==> src/rtl/riscv_pkg.sv <==
// rtl/riscv_pkg.sv - shared fetch-stage constants and sequencer state encoding
package riscv_pkg;

  typedef enum logic [1:0] {
    ST_IDLE  = 2'd0,
    ST_FETCH = 2'd1,
    ST_HALT  = 2'd2
  } seq_state_e;

  localparam int unsigned INSTR_BYTES   = 4;
  localparam logic [31:0] DEF_BOOT_ADDR = 32'h0000_0000;
  localparam logic [31:0] DEF_TRAP_VEC  = 32'h0000_0100;

endpackage

==> src/rtl/pc_redirect_buf.sv <==
// rtl/pc_redirect_buf.sv - single-entry pending redirect register
module pc_redirect_buf #(
  parameter int W = 32
) (
  input  logic         clk,
  input  logic         reset,
  input  logic         load,
  input  logic         clear,
  input  logic [W-1:0] load_data,
  output logic         pend_vld,
  output logic [W-1:0] pend_data
);

  // load wins over clear so a newer redirect always overwrites an older one
  always_ff @(posedge clk or negedge reset) begin
    if (!reset) begin
      pend_vld  <= 1'b0;
      pend_data <= '0;
    end else if (load) begin
      pend_vld  <= 1'b1;
      pend_data <= load_data;
    end else if (clear) begin
      pend_vld  <= 1'b0;
    end
  end

endmodule

==> src/rtl/pc_sequencer.sv <==
// rtl/pc_sequencer.sv - next-PC controller and imem request FSM; PC_SEQ_MISALIGN_TRAP_EN enables misaligned-target trap
module pc_sequencer
  import riscv_pkg::*;
#(
  parameter logic [31:0] BOOT_ADDR = DEF_BOOT_ADDR,
  parameter logic [31:0] TRAP_VEC  = DEF_TRAP_VEC,
  parameter int          CNT_W     = 32
) (
  input  logic             clk,
  input  logic             reset,
  input  logic [31:0]      pc_cur_i,
  output logic [31:0]      pc_next_o,
  input  logic             stall_i,
  input  logic             br_taken_i,
  input  logic [31:0]      br_target_i,
  input  logic             jmp_i,
  input  logic [31:0]      jmp_target_i,
  input  logic             halt_i,
  output logic             imem_req_o,
  output logic [31:0]      imem_addr_o,
  input  logic             imem_ack_i,
  output logic             flush_o,
  output logic             halted_o,
  output logic [CNT_W-1:0] fetch_cnt_o,
  output logic             trap_o,
  output logic [31:0]      trap_addr_o
);

  seq_state_e  state;
  logic        redirect;
  logic [31:0] raw_tgt;
  logic [31:0] eff_tgt;
  logic        pend_vld;
  logic [31:0] pend_addr;
  logic        pend_load;
  logic        consume_now;
  logic        consume_pend;
  logic        cnt_inc;

  assign redirect    = br_taken_i | jmp_i;
  assign raw_tgt     = br_taken_i ? br_target_i : jmp_target_i;
  assign imem_addr_o = pc_cur_i;

`ifdef PC_SEQ_MISALIGN_TRAP_EN
  localparam int PEND_W = 65;
  logic              misalign;
  logic [PEND_W-1:0] pend_data;
  logic              trap_hit;
  logic [31:0]       trap_tgt;

  assign misalign  = raw_tgt[1:0] != 2'b00;
  assign eff_tgt   = misalign ? TRAP_VEC : raw_tgt;
  assign pend_addr = pend_data[31:0];

  // the pending entry carries the original target so a late-consumed trap still reports it
  always_comb begin
    trap_hit = 1'b0;
    trap_tgt = raw_tgt;
    if (consume_now) begin
      trap_hit = misalign;
    end else if (consume_pend) begin
      trap_hit = pend_data[64];
      trap_tgt = pend_data[63:32];
    end
  end

  assign trap_o = trap_hit;

  always_ff @(posedge clk or negedge reset) begin
    if (!reset) begin
      trap_addr_o <= '0;
    end else if (trap_hit) begin
      trap_addr_o <= trap_tgt;
    end
  end

  pc_redirect_buf #(.W(PEND_W)) u_pend (
    .clk       (clk),
    .reset     (reset),
    .load      (pend_load),
    .clear     (consume_now | consume_pend),
    .load_data ({misalign, raw_tgt, eff_tgt}),
    .pend_vld  (pend_vld),
    .pend_data (pend_data)
  );
`else
  assign eff_tgt     = raw_tgt & ~32'h3;
  assign trap_o      = 1'b0;
  assign trap_addr_o = '0;

  pc_redirect_buf #(.W(32)) u_pend (
    .clk       (clk),
    .reset     (reset),
    .load      (pend_load),
    .clear     (consume_now | consume_pend),
    .load_data (eff_tgt),
    .pend_vld  (pend_vld),
    .pend_data (pend_addr)
  );
`endif

  always_comb begin
    pc_next_o    = pc_cur_i;
    flush_o      = 1'b0;
    pend_load    = 1'b0;
    consume_now  = 1'b0;
    consume_pend = 1'b0;
    cnt_inc      = 1'b0;
    case (state)
      ST_IDLE: pc_next_o = BOOT_ADDR;
      ST_FETCH: begin
        if (!halt_i) begin
          if (redirect && imem_ack_i) begin
            pc_next_o   = eff_tgt;
            flush_o     = 1'b1;
            consume_now = 1'b1;
          end else if (redirect) begin
            pend_load = 1'b1;
          end else if (imem_ack_i && stall_i) begin
            flush_o = 1'b1;
          end else if (imem_ack_i && pend_vld) begin
            pc_next_o    = pend_addr;
            flush_o      = 1'b1;
            consume_pend = 1'b1;
          end else if (imem_ack_i) begin
            pc_next_o = pc_cur_i + 32'(INSTR_BYTES);
            cnt_inc   = 1'b1;
          end
        end
      end
      default: ;
    endcase
  end

  always_ff @(posedge clk or negedge reset) begin
    if (!reset) begin
      state       <= ST_IDLE;
      imem_req_o  <= 1'b0;
      halted_o    <= 1'b0;
      fetch_cnt_o <= '0;
    end else begin
      case (state)
        ST_IDLE: begin
          state      <= ST_FETCH;
          imem_req_o <= 1'b1;
        end
        ST_FETCH: begin
          if (halt_i) begin
            state      <= ST_HALT;
            imem_req_o <= 1'b0;
            halted_o   <= 1'b1;
          end else if (cnt_inc) begin
            fetch_cnt_o <= fetch_cnt_o + CNT_W'(1);
          end
        end
        default: ;
      endcase
    end
  end

endmodule
==> config.mk <==
export PLATFORM = sky130hd
export DESIGN_NAME = pc_sequencer
export DESIGN_NICKNAME = d
export VERILOG_FILES = /design/src/rtl/riscv_pkg.sv /design/src/rtl/pc_redirect_buf.sv /design/src/rtl/pc_sequencer.sv
export SDC_FILE = /design/constraint.sdc
export NUM_CORES = 1
export LEC_CHECK = 0
export ABC_AREA = 1
export ABC_CLOCK_PERIOD_IN_PS = 4600
export BUFFER_PORTS_ARGS = -buffer_cell sky130_fd_sc_hd__buf_2
export CAP_MARGIN = 20
export CORE_MARGIN = 4
export CORE_UTILIZATION = 49
export DETAILED_ROUTE_END_ITERATION = 8
export GPL_TIMING_DRIVEN = 0
export PLACE_DENSITY_LB_ADDON = 0.12
export SYNTH_ARGS = -nofsm -noshare
export SYNTH_HDL_FRONTEND = slang
export SYNTH_SLANG_ARGS = --single-unit
export TNS_END_PERCENT = 100
==> constraint.sdc <==
create_clock -name clk -period 4.6 [get_ports clk]
set_clock_uncertainty 0.2 [all_clocks]
set_input_delay 0.92 -clock clk [delete_from_list [all_inputs] [get_ports clk]]
set_output_delay 0.92 -clock clk [all_outputs]
set_load 0.05 [all_outputs]
Yosys cells after proc, flatten, opt, wreduce, memory -nomap -nowiden
Cells that the tools add are included.
{ "totals": {"ff_bits": 67, "input_bits": 103, "out_inout_bits": 132} }
{ "classes": {"n_addsub": 2, "eq_ne": 2, "n_mux": 39, "bitwise_logic": 3, "reduce_logical": 9} }
{ "op_table": {"columns": ["operator", "count"], "rows": [
  ["$mux 32", 7],
  ["$pmux 32 s2", 1],
  ["$add 32x1->32 const B", 1],
  ["$add 32x3->32 const B", 1],
  ["$mux 1", 28],
  ["$pmux 2 s2", 1],
  ["$reduce_and 2->1", 2],
  ["$reduce_bool 2->1", 2],
  ["$logic_and 1x1->1", 3],
  ["$reduce_and 3->1", 1],
  ["$eq 2x1->1 const B", 1],
  ["$logic_not 2->1", 1],
  ["$mux 2", 1],
  ["$ne 2x2->1 const B", 1],
  ["$or 1x1->1", 2],
  ["$pmux 1 s2", 1],
  ["$not 1->1", 1]
]} }

Logic depth before layout (Yosys ltp)
Gate-level depths: netlist (run 1).
{ "logic_depth": {"depth_word": 10, "mapped_depth": 12, "ltp_nobuf": 12} }

Modules after synthesis
From an unflattened synthesis (run 1), not the netlist that was laid out.
{ "unflattened": {"hier_cells": 1003, "area_unflattened_um2": 6251.0} }
{ "modules_own_cells": {"columns": ["mod", "n_inst", "cells_per_inst", "area_each_um2"], "rows": [
  ["pc_sequencer", 1, 863, 4924.7],
  ["pc_redirect_buf", 1, 140, 1326.3]
]} }

Worst setup path before layout (run 1)
Ideal clock, no wire load.
{ "synth_path": {"path_kind": "input-to-output", "from": "input br_taken_i", "to": "output pc_next_o[5]", "arrival_ns": 2.806, "t_required_ns": 3.480, "path_slack_ns": 0.674, "path_stages": 7, "n_path_buf": 2, "path_cell_list": "buf_2 nor2_4 nor2_1 buf_2 a21oi_1 o221ai_1 o21ai_0"} }
{ "synth_via": {"elab_chain_cells": 5, "word_cells_on_any_way": 7, "cone_classes": "mux (5); bitwise (1); reduce/logical (1)"} }
{ "synth_lines": {"columns": ["element", "line", "source"], "rows": [
  ["from (decl)", "pc_sequencer.sv:14", "input logic br_taken_i,"],
  ["$or 1x1->1", "pc_sequencer.sv:40", "assign redirect = br_taken_i | jmp_i;"],
  ["$mux 32 or $logic_and 1x1->1 (tied branches)", "pc_sequencer.sv:117, pc_sequencer.sv:113", null],
  ["$mux 32 *", "pc_sequencer.sv:113", "if (redirect && imem_ack_i) begin"],
  ["$mux 32 *", "pc_sequencer.sv:112", "if (!halt_i) begin"],
  ["$pmux 32 s2 *", "pc_sequencer.sv:109", "case (state)"],
  ["to (decl)", "pc_sequencer.sv:12", "output logic [31:0] pc_next_o,"]
]} }
Mark *: on every way between the ends. The rest lies on a longest branch, timed or not.

Worst setup path in the final report (run 1)
{ "layout_path": {"from": "input pc_cur_i[2]", "to": "output pc_next_o[26]"} }
{ "layout_via": {"elab_chain_cells": 8} }
{ "layout_lines": {"columns": ["element", "line", "source"], "rows": [
  ["from (decl)", "pc_sequencer.sv:11", "input logic [31:0] pc_cur_i,"],
  ["$add 32x3->32", "pc_sequencer.sv:126", "pc_next_o = pc_cur_i + 32'(INSTR_BYTES);"],
  ["$mux 32", "pc_sequencer.sv:125", "end else if (imem_ack_i) begin"],
  ["$mux 32", "pc_sequencer.sv:121", "end else if (imem_ack_i && pend_vld) begin"],
  ["$mux 32", "pc_sequencer.sv:119", "end else if (imem_ack_i && stall_i) begin"],
  ["$mux 32", "pc_sequencer.sv:117", "end else if (redirect) begin"],
  ["$mux 32", "pc_sequencer.sv:113", null],
  ["$mux 32", "pc_sequencer.sv:112", null],
  ["$pmux 32 s2", "pc_sequencer.sv:109", null]
]} }
No other way between the ends.

==> metrics.txt, run 1 <==
status=completed; vias in the first global route=6,350; total number of vias=6,775; nets@finish=1,238; Data required, critical path=3.48 ns; worst reg2reg endpoint=state[0]; Yosys top cell area share=0.278; initial antenna violation count=1; final number of setup-violating endpoints=0; mux cell area share after synthesis=0.0236; Num CTS Buffers=9; Synth Area in Adders=0.00422; Starting Density=0.511; ant diodes=0; r2r startpoint=state[0]; Worst Reg-to-Reg Cells=6; RSZ-0062 raised after global routing=no; drt initial violations=652; Final Cycle Share=0.869; CTS tree=done; vias per std cell=5.29; CTS clk-pin slew, worst paths=0.06 ns; ANT nets after route=0; post-cts gate resize count=0; syn avg cell area=6.64 um2; first-pass GRT wire length=33.3 mm; largest family of logic cells by synthesized area=simple AND/OR/NAND/NOR gates; most frequent cells in the layout=nand2_1 (249), buf_2 (209), nor2_1 (82); fin. max-slew vios=0; # clock sinks=66; top_reg_cell synth=dfrtp_1; post-layout util=0.648; Ports=235; power per cell area=330 nW/um2; area leader, netlist=dfrtp_1; number of synthesized register bits=66; most common cell after layout, fill and taps aside=nand2_1; CP Capture Type=primary output; area of the core=11,600 um2; EDFF count, synth=0; maxcap violations=0; Syn Inst Count=894; synthesized cell area=5930 um2; register area share after synthesis=0.278; Worst EP arrival=2.88 ns; unique cell type count in the Yosys netlist=44; Power, Total=2.48 mW; H-tree Lvls=3; post-layout min period=4.00 ns; Pre-antenna DRT Iters=6; Warnings, synthesis=0; worst-skew pair later-pin latency=0.33 ns; Layout area overhead=26.9%; GRT overflow=0; Synth Area in Compound Gates=0.146; WL final=20.8 mm; WL per Instance=16.3 um; Final WS setup=0.604 ns; pre-CTS WS=0.666 ns; reg2reg setup slack=2.34 ns; hold buffers post-CTS=0; Root Driver=clkbuf_16; Pleak=3.97 nW; Worst Hold Endpoint=fetch_cnt_o[31]; critical path type=in -> out; number of placement rows=39; setup TNS=0 ns; Hold WC Path Type=reg -> reg; FMAX=0.250 GHz; drc violations=0; XOR/XNOR share of the synthesized area=0.0561; hold_sp=fetch_cnt_o[31]; share of cells above drive strength 1=0.293; worst hold path cell count=1; DP Wirelength=16.7 mm; Vert. Die Dim=118 um; number of post-CTS setup repair buffers=0; crit-path max FO=6; largest net degree at the start of global routing=67; fraction of registers with async set/reset=1.00; CP Launch Type=input pin; DIE AREA=13,900 um2; Final Hold Viols=0; GR Util All Layers=0.294; Non-Filler Instances=1,281; synth top area cells=dfrtp_1 (28%), nand2_1 (16%), buf_4 (8.4%); placer congestion estimate=0.985; Chip Width=118 um; IO buf count=196; worst slew pin tran=0.832 ns; Max Root-Sink Buffers=2; placed insts=1,265; Simple-Gate Fraction of Synth Area=0.338; relative slew slack=0.445; Max rail drop VDD=0.193 mV
cells in the mapped netlist (2+ instances only):
master and count:
a21oi_1 31, nand2_1 249, nand3_1 40, nor4_1 4, nor3_1 20, o211ai_1 2, nor2_1 82, clkbuf_1 12
o221ai_1 3, o22ai_1 9, a31oi_1 17, nor2_4 7, nor3_2 2, ha_1 2, inv_1 70, nor4_2 2
nand3b_1 3, nor2_2 6, buf_4 66, a21boi_0 3, o21ai_1 8, o21ai_0 72, mux2i_1 14, o31ai_1 3
nand3_2 5, xor2_1 28, nand4_1 15, inv_2 5, o2111ai_1 3, nand2_2 5, or2_2 6, xnor2_1 10
dfrtp_1 66, buf_2 14
logic make-up after synthesis:
logic type                 Yosys count
buffers and inverters              169
other                                1
xor gates and xnor gates            38
adders and majority gates            2
DFF                                 66
muxes                               14
AOI/OAI and AO/OA                  155
and+or+nand+nor                    449
area by class of cell:
type / count / area [um2]
Fill cell: 1107 / 4090
Multi-Input combinational cell: 691 / 3490
Sequential cell: 66 / 1650
Timing Repair Buffer: 196 / 983
Buffer: 93 / 622
Inverter: 76 / 285
Clock buffer: 10 / 239
Tap cell: 143 / 179
Clock inverter: 6 / 71.3
per-stage QoR:
| stage | hold WS [ns] | cell area (um2) |
|---|---|---|
| final | 0.261 | 7520 |
| after global routing | 0.278 | 7520 |
| after CTS | 0.265 | 7520 |
| after detailed placement | 0.249 | 7210 |
| after global placement | 0.245 | 7210 |
| after floorplan | 0.248 | 6050 |
how the worst max path moves through the flow:
stage	startpoint	end	slack, ns
final	pc_cur_i[2]	pc_next_o[26]	0.60
after detailed placement	pc_cur_i[2]	pc_next_o[26]	0.67
after global routing	pc_cur_i[2]	pc_next_o[26]	0.42
after floorplan	br_taken_i	pc_next_o[5]	0.67
after CTS	halt_i	pc_next_o[15]	0.65
after global placement	halt_i	pc_next_o[15]	0.66
report_power, final:
| part | total, mW | internal, mW | leakage, nW | switching [mW] |
|---|---|---|---|---|
| Clock | 0.708 | 0.439 | 0.146 | 0.270 |
| Sequential | 0.802 | 0.719 | 0.825 | 0.0833 |
| Combinational | 0.974 | 0.271 | 3.00 | 0.703 |
flip-flops by register name, summed over array words and instances, names as in the netlist:
signal,flops
halted_o,1
u_pend.pend_vld,1
state,2
fetch_cnt_o,32
u_pend.pend_data,30
worst max-delay path, stage by stage:
cell and delay (ns):
buf_2 0.15, ha_1 0.22, inv_1 0.09, nor2_1 0.32, nand2_1 0.13, nor3_1 0.24
nand2_1 0.09, nand2_1 0.06, nand3_1 0.07, o21ai_0 0.19, o21ai_0 0.14, buf_2 0.25
per-layer routing:
metal	up-vias	GRT usage	share of wire
met2	300	0.508	0.49
met1	3095	0.360	0.39
met5	-	0	0.00062
li1	3330	-	-
met3	48	0.0678	0.096
met4	2	0.101	0.028
No activity file was read; power rests on OpenSTA's default activity.
==> inputs of run 2 (changes only) <==
--- a/config.mk
+++ b/config.mk
@@ -11,8 +11,10 @@
 export CAP_MARGIN = 20
 export CORE_MARGIN = 4
 export CORE_UTILIZATION = 49
+export CTS_BUF_LIST = sky130_fd_sc_hd__clkbuf_2
 export DETAILED_ROUTE_END_ITERATION = 8
 export GPL_TIMING_DRIVEN = 0
+export HOLD_SLACK_MARGIN = 0.02
 export PLACE_DENSITY_LB_ADDON = 0.12
 export SYNTH_ARGS = -nofsm -noshare
 export SYNTH_HDL_FRONTEND = slang
==> run 2 against run 1 <==
Final area down 2.5%. Total power down 14%. Combinational power about the same. Die area unchanged. Global-route usage down 0.23 points. Hold slack better by 0.010 ns. Final cell count unchanged. Setup slack worse by 0.011 ns. Fmax down 0.27%. Largest cell class unchanged. Highest routed layer unchanged.
==> metrics.txt, run 2 (synthesized netlist as in run 1, its figures left out) <==
status=completed; setup TNS=0 ns (unchanged); post-layout util=0.632 (-0.0164); DIE AREA=13,900 um2 (unchanged); area of the core=11,600 um2 (unchanged); initial antenna violation count=1 (unchanged); maxcap violations=0 (unchanged); Hold WC Path Type=in -> async; H-tree Lvls=3 (unchanged); first-pass GRT wire length=32.9 mm (-0.94%); Largest Register=fetch_cnt_o; CTS clk-pin slew, worst paths=0.21 ns (+0.15 ns); final instance area=7330 um2 (-2.5%); most common cell after layout, fill and taps aside=nand2_1; largest net degree at the start of global routing=67 (unchanged); Starting Density=0.511 (unchanged); ant diodes=0 (unchanged); critical path type=in -> out; # clock sinks=66 (unchanged); fin. max-slew vios=0 (unchanged); IO buf count=196 (unchanged); crit-path max FO=6 (unchanged); filler instances=1,154 (+4.2%); post-layout min period=4.01 ns (+0.0110 ns); CTS tree=done; number of placement rows=39 (unchanged); register area=1650 um2 (unchanged); worst slew pin tran=0.822 ns (-0.0103 ns); Final Cycle Share=0.871 (+0.00238); worst-skew pair later-pin latency=0.50 ns (+0.17 ns); Final Hold Viols=0 (unchanged); drt initial violations=641 (-1.7%); max FFs per register=32 (unchanged); Pleak=3.89 nW (-2.0%); vias per std cell=5.28 (-0.21%); footprint of the multi-input gates=3490 um2 (unchanged); drc violations=0 (unchanged); Post-Route Hold Slack=0.271 ns (+0.0101 ns); Vert. Die Dim=118 um (unchanged); Worst EP arrival=2.89 ns (about the same); Data required, critical path=3.48 ns (about the same); WL final=20.8 mm (-0.42%); number of post-CTS setup repair buffers=0 (unchanged); Num CTS Buffers=9 (unchanged); Chip Width=118 um (unchanged); DP Wirelength=16.7 mm (unchanged); top flop regs=fetch_cnt_o: 32 flops, u_pend.pend_data: 30 flops, state: 2 flops; hold buffers post-CTS=0 (unchanged); GRT overflow=0 (unchanged); Root Driver=clkbuf_2; relative slew slack=0.452 (+0.00684); ANT nets after route=0 (unchanged); CP Launch Type=input pin; CP Capture Type=primary output; share of cells above drive strength 1=0.293 (-0.000879); placer congestion estimate=0.985 (unchanged); post-cts gate resize count=0 (unchanged); final number of setup-violating endpoints=0 (unchanged); vias in the first global route=6,284 (-1.0%); post-place instance area=7210 um2 (unchanged); power per cell area=291 nW/um2 (-12%); Max rail drop VDD=0.201 mV (+3.8%); Max Root-Sink Buffers=2 (unchanged); total number of vias=6,761 (-0.21%); WL per Instance=16.2 um (-0.42%); Pre-antenna DRT Iters=6 (unchanged); RSZ-0062 raised after global routing=no; nets@finish=1,238 (unchanged); Ports=235 (unchanged); most frequent cells in the layout=nand2_1 (249), buf_2 (209), nor2_1 (82); GR Util All Layers=0.292 (-0.00233); Layout area overhead=23.6%; FMAX=0.250 GHz (-0.27%)
==> run 2: cell count changes in the layout (fill, tap and decap cells not counted), sizes merged <==
cell    previous run  this run
clkinv             2         3
clkbuf            22        21
==> run 2: area by class of cell <==
| type | count | area share |
|---|---|---|
| multi-input cells | 691 | 0.476 |
| flip-flops and latches | 66 | 0.225 |
| repair buffers | 196 | 0.134 |
| plain buffers | 93 | 0.0848 |
| inverters | 76 | 0.0389 |
| well taps | 143 | 0.0244 |
| clock inverters | 7 | 0.0102 |
| clock buffers | 9 | 0.00614 |
==> run 2: per-stage QoR <==
step / total power, mW / worst slack [ns] / cells
after floorplan: 1.50 / 0.674 / 926
after global placement: 1.76 / 0.657 / 1265
after detailed placement: 1.77 / 0.666 / 1265
after CTS: 2.13 / 0.658 / 1281
after global routing: 2.26 / 0.422 / 1281
final: 2.13 / 0.593 / 1281
==> run 2: final timing paths <==
kind | start | to | slack (ns) | depth (start not counted)
setup / recovery | pc_cur_i[2] | pc_next_o[26] | 0.59 | 12
hold / removal | reset | fetch_cnt_o[4] | 0.27 | 1
setup reg to reg | state[1] | u_pend.pend_data[31] | 2.32 | 8
hold reg to reg | fetch_cnt_o[31] | fetch_cnt_o[31] | 0.28 | 1
max in group asynchronous | reset | u_pend.pend_data[18] | 3.36 | 1
min in group clk | fetch_cnt_o[31] | fetch_cnt_o[31] | 0.28 | 1
==> run 2: layer usage <==
layer,global-route usage,up-vias,routed length (um)
met5,0,-,12
met4,0.0806,2,537
met3,0.0759,45,1990
met2,0.509,332,10100
met1,0.356,3055,8110
li1,-,3327,-
==> run 2: critical path: stages <==
cell     delay [ns]
buf_2          0.15
ha_1           0.22
inv_1          0.09
nor2_1         0.32
nand2_1        0.13
nor3_1         0.24
nand2_1        0.09
nand2_1        0.06
nand3_1        0.07
o21ai_0        0.19
o21ai_0        0.14
buf_2          0.26
==> run 2: power breakdown <==
| part | internal, mW | switching (mW) | total (mW) | leakage (nW) |
|---|---|---|---|---|
| clock network | 0.128 | 0.234 | 0.362 | 0.0666 |
| registers | 0.716 | 0.0828 | 0.799 | 0.825 |
| logic | 0.270 | 0.701 | 0.971 | 3.00 |
| total | 1.11 | 1.02 | 2.13 | 3.89 |
==> inputs of run 3 (changes only) <==
--- a/config.mk
+++ b/config.mk
@@ -10,7 +10,7 @@
 export BUFFER_PORTS_ARGS = -buffer_cell sky130_fd_sc_hd__buf_2
 export CAP_MARGIN = 20
 export CORE_MARGIN = 4
-export CORE_UTILIZATION = 49
+export CORE_UTILIZATION = 30
 export CTS_BUF_LIST = sky130_fd_sc_hd__clkbuf_2
 export DETAILED_ROUTE_END_ITERATION = 8
 export GPL_TIMING_DRIVEN = 0
==> run 3 against run 2 <==
Critical path depth shrank 3. Non-clock buffer count is 2 higher. Sequential power barely moved. Final cell count up 9.8%. Combinational power rose by 2%. Critical path type unchanged. Critical endpoint is now pc_next_o[15].
==> metrics.txt, run 3 (synthesized netlist as in run 1, its figures left out) <==
Ports=235 (unchanged); maxcap violations=0 (unchanged); critical path type=in -> out; drc violations=0 (unchanged); area of the core=19,500 um2 (+68%); Hold WC Path Type=reg -> reg; worst-path cell chain=buf_2 -> inv_1 -> nor2_1 -> nor2_1 -> clkinv_1 -> clkbuf_1 -> nand2_1 -> nand2_1 -> buf_2; drt initial violations=449 (-30%); footprint of the multi-input gates=3490 um2 (unchanged); Pleak=3.91 nW (+0.55%); GR Util All Layers=0.206 (-0.0860); power per cell area=285 nW/um2 (-2.1%); DP Wirelength=18.6 mm (+12%); nets@finish=1,240 (+0.16%); placer congestion estimate=0.913 (-7.3%); total number of vias=6,727 (-0.50%); final number of setup-violating endpoints=0 (unchanged); worst-skew pair later-pin latency=0.53 ns (+0.03 ns); vias in the first global route=6,440 (+2.5%); Critical Path Max Stage Delay=0.47 ns (+0.15 ns); IO buf count=196 (unchanged); max FFs per register=32 (unchanged); Vert. Die Dim=149 um (+26%); Final Cycle Share=0.876 (+0.00528); Max rail drop VDD=0.121 mV (-39%); CP Capture Type=primary output; Flop pwr share=0.372 (-0.003); WL final=23.3 mm (+12%); crit-path max FO=10 (+4); number of placement rows=51 (+31%); CTS clk-pin slew, worst paths=0.20 ns (about the same); Worst EP arrival=2.91 ns (+0.02 ns); RSZ-0062 raised after global routing=no; # clock sinks=66 (unchanged); vias per std cell=4.78 (-9.3%); CP bufs+invs=5 (+2); Crit path max-delay family=buffers and inverters; Largest Register=fetch_cnt_o; post-layout min period=4.03 ns (+0.0243 ns); Num CTS Buffers=9 (unchanged); register area=1650 um2 (unchanged); top flop regs=fetch_cnt_o: 32 flops, u_pend.pend_data: 30 flops, state: 2 flops; largest net degree at the start of global routing=66 (-1.5%); post-layout util=0.386 (-0.246); Sw Share=0.477 (about the same); WL per Instance=16.6 um (+2.3%); post-place instance area=7390 um2 (+2.5%); Data required, critical path=3.48 ns (about the same); GRT overflow=0 (unchanged); Int Power=1.12 mW (+0.30%); most common cell after layout, fill and taps aside=nand2_1; Combinational Power Share=0.463 (+0.007); share of cells above drive strength 1=0.292 (-0.000513); first-pass GRT wire length=35.4 mm (+7.4%); Final Hold Viols=0 (unchanged); Layout area overhead=26.6%; post-cts gate resize count=0 (unchanged); worst slew pin tran=0.800 ns (-0.0218 ns); Starting Density=0.305 (-0.206); setup TNS=0 ns (unchanged); Clock power frac=0.165 (-0.005); slowest cell on the critical path=clkinv_1; Chip Width=149 um (+26%); relative slew slack=0.461 (+0.00889); filler instances=2,163 (+87%); most frequent cells in the layout=nand2_1 (249), buf_2 (209), nor2_1 (82); fin. max-slew vios=0 (unchanged); CTS tree=done; final instance area=7510 um2 (+2.4%); DIE AREA=22,100 um2 (+59%); Max Root-Sink Buffers=2 (unchanged); switching power=1.02 mW (+0.20%); FMAX=0.248 GHz (-0.60%); status=completed; Root Driver=clkbuf_2; initial antenna violation count=6 (+5); ANT nets after route=0 (unchanged); CP Launch Type=input pin; H-tree Lvls=3 (unchanged); Pre-antenna DRT Iters=5 (-1)
==> run 3: final cells by class <==
cell class,instances,area share
plain buffers,93,0.0828
clock buffers,12,0.00800
clock inverters,4,0.00566
flip-flops and latches,66,0.220
diodes,1,0.000333
multi-input cells,691,0.465
inverters,76,0.0380
well taps,265,0.0442
repair buffers,198,0.136
==> run 3: worst paths after layout <==
check / startpoint / to / slack, ns / cells past startpoint
worst max-delay path: halt_i / pc_next_o[15] / 0.57 / 9
worst min-delay path: fetch_cnt_o[31] / fetch_cnt_o[31] / 0.28 / 1
worst max register to register: state[1] / u_pend.pend_data[31] / 2.23 / 8
worst min register to register: fetch_cnt_o[31] / fetch_cnt_o[31] / 0.28 / 1
max in group asynchronous: reset / u_pend.pend_data[17] / 3.17 / 3
min in group asynchronous: reset / fetch_cnt_o[7] / 0.50 / 2
==> run 3: what timing repair did <==
action / 4_1_cts / 5_1_grt
endpoints found under the hold margin: 1 / 0
buffers inserted: 0 / 0
hold buffers: 1 / 0
==> run 3: stage by stage <==
step / hold slack (ns) / setup WS, ns / instances / power [mW]
after floorplan: 0.248 / 0.674 / 926 / 1.50
after global placement: 0.248 / 0.565 / 1387 / 1.78
after detailed placement: 0.256 / 0.583 / 1388 / 1.79
after CTS: 0.282 / 0.580 / 1405 / 2.15
after global routing: 0.322 / 0.363 / 1406 / 2.28
final: 0.284 / 0.569 / 1406 / 2.14
==> run 3: power by group through the flow <==
stage | sequential (mW) | clock [mW] | combinational (mW)
finish | 0.796 | 0.352 | 0.989
global route | 0.814 | 0.395 | 1.07
CTS | 0.793 | 0.365 | 0.991
detailed placement | 0.805 | 0 | 0.988
global placement | 0.803 | 0 | 0.978
floorplan | 0.835 | 0 | 0.663
==> run 3: layer usage <==
layer	up-vias	GRT usage	wire length [um]
li1	3329	-	-
met1	3088	0.256	9650
met2	265	0.350	11300
met3	35	0.0573	1760
met4	10	0.0582	524
met5	-	0	66
